==> src/rtl/pixel_writer.sv <==
// pixel_writer: buffers line-drawing pixel pairs, un-swaps steep lines and writes each pixel to the
// frame buffer over req/ack. Optional clipping of off-screen pixels: define PIXEL_CLIP_EN.
module pixel_writer #(
  parameter int WIDTH   = 13,
  parameter int H_RES   = 640,
  parameter int V_RES   = 480,
  parameter int ADDR_W  = 19,
  parameter int COLOR_W = 8,
  parameter int DEPTH   = 4
) (
  input  logic                      clk,
  input  logic                      rst,
  input  logic                      coord_valid,
  output logic                      coord_ready,
  input  logic signed [WIDTH-1:0]   x_in,
  input  logic signed [WIDTH-1:0]   y_in,
  input  logic                      steep,
  input  logic                      last_in,
  input  logic [COLOR_W-1:0]        color_in,
  output logic                      mem_req,
  input  logic                      mem_ack,
  output logic [ADDR_W-1:0]         mem_addr,
  output logic [COLOR_W-1:0]        mem_wdata,
  output logic                      line_done,
`ifdef PIXEL_CLIP_EN
  output logic [15:0]               clip_cnt,
`endif
  output logic                      busy
);
  localparam int PW = $clog2(DEPTH);
  typedef enum logic [1:0] {IDLE, ADDR, REQ, DONE} state_t;
  state_t state, nstate;
  logic [WIDTH-1:0] fx [DEPTH];
  logic [WIDTH-1:0] fy [DEPTH];
  logic [COLOR_W-1:0] fc [DEPTH];
  logic fs [DEPTH];
  logic fl [DEPTH];
  logic [PW-1:0] wp, rp;
  logic [PW:0] cnt;
  logic alive, push, pop, empty, full, clip_hit, last_l;
  logic signed [WIDTH-1:0] px, py;
  logic [COLOR_W-1:0] col_l;
  logic signed [ADDR_W-1:0] sx, sy;
  logic [ADDR_W-1:0] lin;
  if (H_RES * V_RES > 2 ** ADDR_W) begin : g_addr_check
    $error("ADDR_W too narrow for H_RES*V_RES");
  end
  assign empty = cnt == '0;
  assign full = cnt == (PW+1)'(DEPTH);
  assign coord_ready = alive & (!full | pop);
  assign push = coord_valid & coord_ready;
  assign busy = !empty | state != IDLE;
  assign mem_req = state == REQ;
  assign line_done = state == DONE;
  // address arithmetic modulo 2^ADDR_W, so truncation happens for free
  assign sx = ADDR_W'(px);
  assign sy = ADDR_W'(py);
  assign lin = sy * ADDR_W'(H_RES) + sx;
`ifdef PIXEL_CLIP_EN
  localparam logic signed [WIDTH-1:0] XMAX = WIDTH'(H_RES);
  localparam logic signed [WIDTH-1:0] YMAX = WIDTH'(V_RES);
  assign clip_hit = px[WIDTH-1] | py[WIDTH-1] | px >= XMAX | py >= YMAX;
  always_ff @(posedge clk or negedge rst)
    if (!rst) clip_cnt <= '0;
    else if (state == ADDR && clip_hit && clip_cnt != '1) clip_cnt <= clip_cnt + 16'd1;
`else
  assign clip_hit = 1'b0;
`endif
  // a clipped pixel in ADDR takes the same exit path as an acknowledged write
  always_comb begin
    nstate = state;
    pop = 1'b0;
    case (state)
      IDLE: begin
        nstate = empty ? IDLE : ADDR;
        pop = !empty;
      end
      ADDR: begin
        nstate = clip_hit ? (last_l ? DONE : empty ? IDLE : ADDR) : REQ;
        pop = clip_hit & !last_l & !empty;
      end
      REQ: begin
        nstate = mem_ack ? (last_l ? DONE : empty ? IDLE : ADDR) : REQ;
        pop = mem_ack & !last_l & !empty;
      end
      default: begin
        nstate = empty ? IDLE : ADDR;
        pop = !empty;
      end
    endcase
  end
  always_ff @(posedge clk or negedge rst)
    if (!rst) begin
      state <= IDLE;
      wp <= '0;
      rp <= '0;
      cnt <= '0;
      alive <= 1'b0;
      mem_addr <= '0;
      mem_wdata <= '0;
    end else begin
      state <= nstate;
      alive <= 1'b1;
      if (push) wp <= wp + PW'(1);
      if (pop) rp <= rp + PW'(1);
      cnt <= cnt + (PW+1)'(push) - (PW+1)'(pop);
      if (state == ADDR && !clip_hit) begin
        mem_addr <= lin;
        mem_wdata <= col_l;
      end
    end
  always_ff @(posedge clk) begin
    if (push) begin
      fx[wp] <= x_in;
      fy[wp] <= y_in;
      fc[wp] <= color_in;
      fs[wp] <= steep;
      fl[wp] <= last_in;
    end
    if (pop) begin
      px <= fs[rp] ? fy[rp] : fx[rp];
      py <= fs[rp] ? fx[rp] : fy[rp];
      col_l <= fc[rp];
      last_l <= fl[rp];
    end
  end
endmodule

==> config.mk <==
export PLATFORM = sky130hd
export DESIGN_NAME = pixel_writer
export DESIGN_NICKNAME = d
export VERILOG_FILES = /design/src/rtl/pixel_writer.sv
export SDC_FILE = /design/constraint.sdc
export NUM_CORES = 1
export LEC_CHECK = 0
export ABC_AREA = 1
export BUFFER_PORTS_ARGS = -buffer_cell sky130_fd_sc_hd__buf_2
export CAP_MARGIN = 20
export CORE_ASPECT_RATIO = 2
export CORE_MARGIN = 5
export CORE_UTILIZATION = 55
export DETAILED_ROUTE_END_ITERATION = 7
export PLACE_DENSITY = 0.74
export SKIP_CTS_REPAIR_TIMING = 1
export SLEW_MARGIN = 0
export SYNTH_ARGS = -nofsm -noshare
export SYNTH_HDL_FRONTEND = slang
export SYNTH_SLANG_ARGS = --single-unit
==> constraint.sdc <==
create_clock -name clk -period 4.7 [get_ports clk]
set_clock_uncertainty 0.05 [all_clocks]
set_input_delay 0.235 -clock clk [delete_from_list [all_inputs] [get_ports clk]]
set_output_delay 0.235 -clock clk [all_outputs]
set_load 0.02 [all_outputs]
Word level (Yosys, flattened, before mapping)
Memory sizes are Yosys's and may differ from the RTL's. A register that Yosys moved wholly into a read port is not among the register bits.
Cells that the tools add are included.
{ "classes": {"eq_ne": 4, "n_addsub": 5, "n_reduce_logical": 5, "bitwise_logic": 6, "multipliers": 1, "muxes": 9} }
{ "op_table": {"columns": ["op", "n"], "rows": [
  ["13-bit two-way mux", 2],
  ["19-bit by 13-bit adder with 19-bit output", 1],
  ["13-bit by 4-bit multiplier with 12-bit output (second input constant)", 1],
  ["2-bit by 1-bit adder with 2-bit output (second input constant)", 2],
  ["1-bit AND", 4],
  ["2-bit == test (second input constant)", 2],
  ["2-bit two-way mux", 2],
  ["2-bit one-hot mux with 2 select lines", 1],
  ["3-bit by 1-bit adder with 3-bit output", 1],
  ["3-bit == test (second input constant)", 1],
  ["1-bit zero test", 3],
  ["3-bit zero test", 1],
  ["1-bit two-way mux", 3],
  ["3-bit by 1-bit subtractor with 3-bit output", 1],
  ["2-bit by 1-bit == test with 1-bit output (second input constant)", 1],
  ["1-bit OR", 2],
  ["1-bit one-hot mux with 2 select lines", 1],
  ["2-bit nonzero test", 1]
]} }
{ "word_totals": {"reg_bits": 63, "out_inout_bits": 31, "mem_count": 5, "wordCells": 44, "ram_bits": 144} }
{ "memory_table": {"columns": ["memory", "words", "width", "rd", "rd_clocked_by_memory_dff", "write_ports", "line", "rtl"], "rows": [
  ["fx", 4, 13, 1, 0, 1, "33", "logic [WIDTH-1:0] fx [DEPTH];"],
  ["fy", 4, 13, 1, 0, 1, "34", "logic [WIDTH-1:0] fy [DEPTH];"],
  ["fc", 4, 8, 1, 1, 1, "35", "logic [COLOR_W-1:0] fc [DEPTH];"],
  ["fl", 4, 1, 1, 1, 1, "37", "logic fl [DEPTH];"],
  ["fs", 4, 1, 1, 0, 1, "36", "logic fs [DEPTH];"]
]} }

Logic depth before layout (Yosys ltp)
Gate-level depths: netlist of the first run.
{ "logic_depth": {"depth_word": 9, "ltp_mapped": 18, "mapped_depth_nobuf": 18} }

Least setup slack after synthesis of the first run
Ideal clock, no wire load.
{ "synth_timing": {"path_type": "register to register", "start": "register state[0]", "end": "register cnt[1]", "setup_slack_ns": 0.932, "path_buffers": 0, "stages_incl_launch_ff": 11, "arrival_ns": 3.582, "synth_period_minus_slack_ns": 3.768, "setup_time_ns": 0.136, "cell_sequence": "dfrtp_1 > inv_1 > ha_1 > nand2_1 > nand2_1 > nand2_1 > nor2_1 > ha_1 > inv_1 > ha_1 > fa_1"} }
{ "synth_via": {"elab_chain_len": 7, "word_cells_on_any_way": 8} }
{ "synth_rtl": {"columns": ["element", "line", "rtl"], "rows": [
  ["start: declaration", "32", "state_t state, nstate;"],
  ["start signal: assignment", "102", "state <= nstate;"],
  ["2-bit == test (*)", null, null],
  ["net mem_req", "20", "output logic mem_req,"],
  ["1-bit one-hot mux with 2 select lines (*)", "73", "case (state)"],
  ["net pop", "40", "logic alive, push, pop, empty, full, clip_hit, last_l;"],
  ["1-bit OR", "50", "assign coord_ready = alive & (!full | pop);"],
  ["1-bit AND", "50", null],
  ["1-bit AND", "51", "assign push = coord_valid & coord_ready;"],
  ["3-bit by 1-bit adder with 3-bit output", "106", "cnt <= cnt + (PW+1)'(push) - (PW+1)'(pop);"],
  ["3-bit by 1-bit subtractor with 3-bit output (*)", "106", null],
  ["end signal: assignment", "106", null],
  ["end: declaration", "39", "logic [PW:0] cnt;"]
]} }
Mark *: on every way through the listed nets, which the timed path passes. The rest lies on a longest branch.
A chain may end at the register's enable or synchronous reset.

Worst setup path in the final report of the first run
{ "layout_timing": {"start": "register py[1]", "end": "register mem_addr[17]"} }
{ "layout_via": {"elab_chain_len": 2} }
{ "layout_rtl": {"columns": ["element", "line", "rtl"], "rows": [
  ["start: declaration", "41", "logic signed [WIDTH-1:0] px, py;"],
  ["start signal: assignment", "122", "py <= fs[rp] ? fx[rp] : fy[rp];"],
  ["13-bit by 4-bit multiplier with 12-bit output", "58", "assign lin = sy * ADDR_W'(H_RES) + sx;"],
  ["19-bit by 13-bit adder with 19-bit output", "58", null],
  ["end signal: assignment", "108", "mem_addr <= lin;"],
  ["end: declaration", "22", "output logic [ADDR_W-1:0] mem_addr,"]
]} }
No other way between the ends.

==> results.yml, run 1 <==
synth:
  syn-cell-area_sq_mm: 0.00939
  netlist.top_cell.by_area: "edfxtp_1"
  syn_avg_cell_area_sq_um: 11.8
  synth_nets: 879
  ys_warn_count: 0
  syn_inst: 797
  ys_seq_area_frac: 0.668
  ys_seq_elements: 215
  synth_top_area_share: 0.569
  yosys-top-cells-area: "edfxtp_1 (57%), dfrtp_1 (9.9%), nand2_1 (7.0%)"
  yosysUniqueCellTypes: 32
setup_path:
  crit_start: "py[1]"
  required_ns: 5.02
  cp-end-kind: "flip-flop"
  slowest_stage: "edfxtp_1"
  crit_buf_inv: 2
  reg2reg_from: "py[1]"
  arrival_ns: 3.36
  crit_path_cell_trace: "ha_1 -> ha_1 -> inv_1 -> fa_1 -> inv_1 -> nand3_1 -> nand2_1 -> a31oi_1 -> xnor2_1 -> ha_1 -> nand2_1 -> nor2_1 -> o21ai_0 -> nand3_1 -> nand2_1 -> nand3_1 -> nand2_1"
  cp_slowest_stage_delay_ns: 0.42
  critPathTopFamily: "adder cells"
  crit_top_cell: "nand2_1"
  critical_path_class: "reg -> reg"
  startpoint_type: "flip-flop"
  cp_max_fo: 4
floorplanning:
  core_area_sq_mm: 0.0168
  num_io_pins: 71
  initial_utilization: 0.560
  chipHeight_um: 195
  rows: 67
  die_w_um: 102
  die_area_sq_mm: 0.0200
timing:
  slew_viol_final: 0
  finalHoldViolCount: 0
  rsz0062_at_grt: "false"
  fin_tns_setup_ns: 0
  relSlewSlack: 0.417
  worst_slew_pin_slew_ns: 0.873
  post-route-period-util: 0.646
  setup_viol: 0
  period_needed_ns: 3.04
  setup_ws_ns: 1.66
  fmax_mhz: 329
hold_path:
  min_path_type: "in -> reg"
  min-delay-start: "mem_ack"
final_layout:
  fin_nets: 984
  fin_util: 0.654
  area_delta_synth_final_pct: 16.7
  mostFrequentLayoutCell: "edfxtp_1"
  drive_above_1_share: 0.149
  final_cell_mix: "edfxtp_1 (178), nand2_1 (175), nor2_1 (75)"
  diodes: 0
  nFillCells: 1322
route:
  routedWlPerCell_um: 16.5
  detail_route.iter0.violations: 256
  ant_nets: 0
  vias: 6001
  route.detailed.drc: 0
  drt-pass1-iter-count: 5
  routed_wl_um: 18500
  vias_per_cell: 5.36
global_routing:
  grt_pass1_wl_um: 29600
  grt_pass1_vias: 6062
  grt_usage: 0.189
  grt_start_max_net_pins: 71
  antenna_found_initial: 0
  grt.overflow.total: 0
run:
  max-cap-violations: 0
cts:
  clock_latency_ns: 0.50
  cts-root-buf: "clkbuf_16"
  clockBufferDepth: 3
  cts_buffers: 18
  cts_tree: "built"
  htree_num_levels: 1
  clk_pin_slew_ns: 0.07
  clock-sinks: 215
run_status:
  status: "finished clean"
place:
  io_buffers: 70
  hpwl_um: 12500
  dp_slack_ns: 1.68
  routabilityCongestion: 0.857
## Yosys cell counts, drive strengths merged
cell type	number
a21boi	1
a21o	1
a21oi	40
a22oi	1
a31oi	3
a32o	13
buf	18
clkbuf	15
conb	1
dfrtp	37
edfxtp	178
fa	3
ha	39
inv	58
nand2	175
nand3	19
nand4	3
nor2	81
o21ai	69
o21bai	3
o22ai	23
xnor2	8
xor2	8
## registers in the layout, indices dropped and copies added (netlist names)
| name | flops |
|---|---|
| fs | 4 |
| last_l | 1 |
| col_l | 8 |
| fx | 52 |
| mem_wdata | 8 |
| alive | 1 |
| mem_addr | 19 |
| wp | 2 |
| fl | 4 |
| px | 13 |
| py | 12 |
| state | 2 |
| rp | 2 |
| cnt | 3 |
| fy | 52 |
| fc | 32 |
## worst paths after layout
path	end	slack (ns)	cells after the start
min	state[0]	0.02	5
max	mem_addr[17]	1.66	17
max reg2reg	mem_addr[17]	1.66	17
min reg2reg	mem_wdata[7]	0.40	2
min in group asynchronous	mem_addr[4]	0.32	2
max in group asynchronous	rp[0]	3.73	2
## worst register-to-register path, cell delays in order (launching register included)
cell	delay, ns
edfxtp_1	0.42
ha_1	0.31
ha_1	0.17
inv_1	0.06
fa_1	0.40
inv_1	0.08
nand3_1	0.06
nand2_1	0.15
a31oi_1	0.11
xnor2_1	0.14
ha_1	0.35
nand2_1	0.09
nor2_1	0.14
o21ai_0	0.13
nand3_1	0.09
nand2_1	0.05
nand3_1	0.07
nand2_1	0.05
## layer usage
layer / track usage / share of wire / vias up
met5: 0 / 0 / -
met4: 0.0779 / 0.034 / 0
met3: 0.0291 / 0.047 / 37
met2: 0.349 / 0.57 / 137
met1: 0.209 / 0.35 / 2849
li1: - / - / 2978
## area by class of cell
class,instances,area (sq um),area share
sequential,215,6270,0.572
inverter,58,218,0.0199
clock inverter,13,204,0.0186
clock buffer,18,450,0.0411
timing repair buffer,118,803,0.0733
tap,207,259,0.0236
multi-input combinational,491,2760,0.251
## cells by family after synthesis
family	synth area share
AND/OR/NAND/NOR	0.115
flip-flops	0.668
AO/OA/AOI/OAI	0.101
buffers and inverters	0.0432
adder cells (fa/ha/maj)	0.0583
XOR/XNOR	0.0149
other	0.000399
## stage by stage
step	area (sq um)	hold slack [ns]	cells
finish	11000	0.0180	1120
CTS	10600	-0.193	1083
floorplan	9390	-0.111	797
detailed placement	9940	0.327	1052
global route	11000	0.0726	1120
global placement	9940	0.321	1052
Power of run 1 is not shown: default switching activity piles up to over one toggle a cycle in this logic, so the estimate is an artifact.
==> run 2: changes to the inputs <==
Clock period 4.7 ns to 2.9 ns, I/O delays scaled along.
==> run 2 against run 1 <==
The flow now finishes with violations (setup timing). Sequential share of layout area is 1.1 points lower. Utilization is 1.3 points higher. Global-route usage hardly changed. Flip-flop and latch count stayed put. Critical path type unchanged. Critical endpoint is now mem_addr[18].
==> results.yml, run 2 (synthesis gave the netlist of run 1 again) <==
setup_path:
  reg2reg_depth: 18
  worst-path-stages: 18
  startpoint_type: "flip-flop"
  crit_start: "py[1]"
  cp_slowest_stage_delay_ns: 0.41
  r2r-end: "mem_addr[18]"
  crit_buf_inv: 4
  crit_top_cell: "nand3_2"
  cp_max_fo: 4
  reg2reg_from: "py[1]"
  cp-end-kind: "flip-flop"
  critPathTopFamily: "adder cells"
  r2r_slack_ns: -0.04
  slowest_stage: "edfxtp_1"
  required_ns: 3.23
  cp-endpoint: "mem_addr[18]"
  critical_path_class: "reg -> reg"
  crit_path_cell_trace: "ha_1 -> ha_2 -> inv_2 -> fa_2 -> inv_2 -> nand3_2 -> nand2_2 -> a31oi_1 -> xnor2_1 -> ha_1 -> nand2_2 -> inv_1 -> a21oi_2 -> nand3_2 -> inv_1 -> nand2_1 -> nand3_2 -> nand2_1"
  arrival_ns: 3.26
route:
  routedWlPerCell_um: 16.5
  routed_wl_um: 18700
  vias: 6128
  vias_per_cell: 5.41
  drt-pass1-iter-count: 5
  ant_nets: 0
  detail_route.iter0.violations: 316
  route.detailed.drc: 0
final_layout:
  mostFrequentLayoutCell: "edfxtp_1"
  final_cell_mix: "edfxtp_1 (178), nand2_1 (170), nor2_1 (72)"
  nFillCells: 1255
  area_delta_synth_final_pct: 19.0
  diodes: 0
  top_regs: "fx x52, fy x52, fc x32"
  multiInputGateArea_sq_mm: 0.00289
  fin_nets: 996
  regArea_sq_mm: 0.00627
  drive_above_1_share: 0.188
place:
  hpwl_um: 12200
  routabilityCongestion: 0.845
  dp_slack_ns: -0.0685
  io_buffers: 70
timing:
  relSlewSlack: 0.451
  worst_slew_pin_slew_ns: 0.824
  rsz0062_at_grt: "true"
  setup_ws_ns: -0.0374
  finalHoldViolCount: 0
  post-route-period-util: 1.01
  period_needed_ns: 2.94
  fmax_mhz: 340
  setup_viol: 1
  slew_viol_final: 0
floorplanning:
  chipHeight_um: 195
  rows: 67
  die_w_um: 102
  die_area_sq_mm: 0.0200
  num_io_pins: 71
  core_area_sq_mm: 0.0168
  initial_utilization: 0.560
global_routing:
  grt.overflow.total: 0
  grt_pass1_vias: 6056
  grt_start_max_net_pins: 75
  antenna_found_initial: 0
  grt_pass1_wl_um: 29200
  grt_usage: 0.189
hold_path:
  min_path_type: "in -> reg"
  min-delay-start: "coord_valid"
run:
  max-cap-violations: 0
cts:
  clk_pin_slew_ns: 0.07
  clock_latency_ns: 0.49
  htree_num_levels: 1
  cts-root-buf: "clkbuf_16"
  cts_buffers: 19
  clockBufferDepth: 3
  cts_tree: "built"
  clock-sinks: 215
run_status:
  violations: "setup timing"
  status: "finished, violations left"
==> run 2: cell count changes in the layout (fill, tap and decap cells not counted), sizes merged <==
cell         before  now
buf              81   91
bufinv            5    1
clkbuf           18   20
dlygate4sd3      37   38
inv              58   61
==> run 2: final cells by class <==
| type | count | share of cell area |
|---|---|---|
| clock buffer | 20 | 0.0429 |
| clock inverter | 12 | 0.00817 |
| inverter | 58 | 0.0195 |
| multi-input combinational | 491 | 0.258 |
| sequential | 215 | 0.561 |
| tap | 207 | 0.0232 |
| timing repair buffer | 129 | 0.0873 |
==> run 2: per-stage QoR <==
step	hold WS, ns	util	cells	cell area (sq um)	setup TNS [ns]
2_1_floorplan	-0.201	-	797	9420	-18.73
3_3_place_gp	0.241	0.602	1060	10100	-0.00444
3_5_place_dp	0.243	0.602	1060	10100	-0.129
4_1_cts	-0.272	0.636	1092	10700	-0.146
5_1_grt	0.138	0.667	1132	11200	-0.362
6_report	0.123	0.667	1132	11200	-0.0374
==> run 2: how the worst min path moves through the flow <==
stage               cells past startpoint  slack [ns]      endpoint
finish                                  5        0.12         wp[1]
global route                            4        0.14         wp[1]
CTS                                     1       -0.27  mem_addr[17]
detailed placement                      1        0.24        cnt[1]
global placement                        1        0.24        cnt[1]
floorplan                               0       -0.20         alive
==> run 2: worst min-delay path, cell delays in order <==
cell	delay, ns
buf_2	0.08
nand2_1	0.07
buf_4	0.19
nor2_1	0.09
a21oi_1	0.04
==> run 2: metal layers <==
metal / wire length, um / global-route usage
met5: 0 / 0
met2: 10200 / 0.351
met3: 1000 / 0.0309
met4: 627 / 0.0779
met1: 6810 / 0.205
Power of run 2 is left out for the same reason.
==> run 3: changes to the inputs <==
Settings changed: CORE_UTILIZATION 55 to 46, PLACE_DENSITY 0.74 to not set.
==> run 3 against run 2 <==
Final cell count grew 5.5%. Flip-flop and latch count is the same. Fmax up 3.8%. Register-to-register slack better by 0.11 ns. Die area rose by 18%. Non-clock buffer count is 1 higher. Clock-buffer cell count grew 8. Sequential share of layout area is 0.72 points lower. Largest cell class unchanged. First-iteration DRC count up 1.9%. Global-route usage is 1.5 points lower. The run now ends clean. Hold slack lost 0.0050 ns.
==> results.yml, run 3 (synthesis gave the netlist of run 1 again) <==
setup_path:
  cp_slowest_stage_delay_ns: 0.40
  crit_path_cell_trace: "ha_1 -> ha_1 -> a21oi_1 -> nand2_2 -> nand2_1 -> a22oi_2 -> xnor2_1 -> inv_1 -> ha_4 -> nand2_2 -> nor2_4 -> nand3_1 -> nand3_1 -> nand3_1 -> nand3_1 -> nand2_1"
  crit_buf_inv: 1
  crit_top_cell: "nand3_1"
  critical_path_class: "reg -> reg"
  required_ns: 3.22
  startpoint_type: "flip-flop"
  cp_max_fo: 4
  slowest_stage: "edfxtp_1"
  cp-end-kind: "flip-flop"
  arrival_ns: 3.15
  critPathTopFamily: "adder cells"
timing:
  finalHoldViolCount: 0
  worst_slew_pin_slew_ns: 0.907
  rsz0062_at_grt: "true"
  setup_viol: 0
  fmax_mhz: 353
  period_needed_ns: 2.83
  slew_viol_final: 0
  post-route-period-util: 0.976
  relSlewSlack: 0.395
run_status:
  status: "finished clean"
final_layout:
  diodes: 0
  drive_above_1_share: 0.192
  final_cell_mix: "edfxtp_1 (178), nand2_1 (167), nor2_1 (72)"
  top_regs: "fx x52, fy x52, fc x32"
  area_delta_synth_final_pct: 20.6
  final_cell_count_no_fill: 1194
  nFillCells: 1737
  fin_nets: 997
  mostFrequentLayoutCell: "edfxtp_1"
cts:
  cts_buffers: 19
  clock_latency_ns: 0.49
  cts_tree: "built"
  clk_pin_slew_ns: 0.07
  clock-sinks: 215
  htree_num_levels: 1
  cts-root-buf: "clkbuf_16"
  clockBufferDepth: 3
route:
  drt-pass1-iter-count: 5
  vias_per_cell: 5.17
  detail_route.iter0.violations: 322
  route.detailed.drc: 0
  routed_wl_um: 20600
  routedWlPerCell_um: 17.3
  ant_nets: 0
  vias: 6176
floorplanning:
  die_w_um: 111
  core_area_sq_mm: 0.0203
  rows: 74
  num_io_pins: 71
  initial_utilization: 0.463
  die_area_sq_mm: 0.0236
  chipHeight_um: 212
global_routing:
  antenna_found_initial: 0
  grt_start_max_net_pins: 75
  grt_pass1_vias: 6339
  grt.overflow.total: 0
  grt_usage: 0.173
  grt_pass1_wl_um: 32800
place:
  routabilityCongestion: 0.790
  hpwl_um: 13700
  io_buffers: 70
  dp_cells: 1116
hold_path:
  min_path_type: "in -> reg"
run:
  max-cap-violations: 0
==> run 3: metrics by stage <==
step	hold slack, ns	setup TNS (ns)	util	setup slack, ns	area (sq um)
CTS	-0.285	-0.212	0.528	-0.116	10700
detailed placement	0.246	-0.208	0.500	-0.116	10100
floorplan	-0.201	-18.73	-	-0.130	9420
global placement	0.235	-0.0380	0.500	-0.0380	10100
finish	0.118	0	0.559	0.0700	11300
global route	0.130	-0.210	0.559	-0.0758	11300
==> run 3: layer usage <==
layer  global-route usage  wire length, um  part of all wire
met2                0.344            11900              0.58
met1                0.188             7540              0.37
met5                    0                0                 0
met4               0.0533              396             0.019
met3               0.0248              790             0.038
==> run 3: path summary, 6_finish.rpt <==
| kind | from | to | depth (start not counted) | slack (ns) |
|---|---|---|---|---|
| setup / recovery | py[3] | mem_addr[18] | 16 | 0.07 |
| hold / removal | coord_valid | wp[1] | 5 | 0.12 |
| setup reg to reg | py[3] | mem_addr[18] | 16 | 0.07 |
| hold reg to reg | col_l[4] | mem_wdata[4] | 2 | 0.39 |
| max in group asynchronous | rst | rp[0] | 2 | 1.96 |
| min in group asynchronous | rst | cnt[1] | 2 | 0.24 |
==> run 3: cell type report <==
| class | instances | area [sq um] | area share |
|---|---|---|---|
| clock inverter | 6 | 66.3 | 0.00585 |
| tap | 266 | 333 | 0.0294 |
| inverter | 58 | 218 | 0.0192 |
| timing repair buffer | 130 | 975 | 0.0860 |
| sequential | 215 | 6270 | 0.554 |
| clock buffer | 28 | 519 | 0.0458 |
| multi-input combinational | 491 | 2950 | 0.260 |
==> run 3: worst reg2reg max path: stages (launching register included) <==
cell,delay (ns)
edfxtp_1,0.40
ha_1,0.32
ha_1,0.34
a21oi_1,0.17
nand2_2,0.10
nand2_1,0.09
a22oi_2,0.06
xnor2_1,0.15
inv_1,0.11
ha_4,0.31
nand2_2,0.10
nor2_4,0.13
nand3_1,0.08
nand3_1,0.10
nand3_1,0.08
nand3_1,0.08
nand2_1,0.05
Power of run 3 is left out for the same reason.
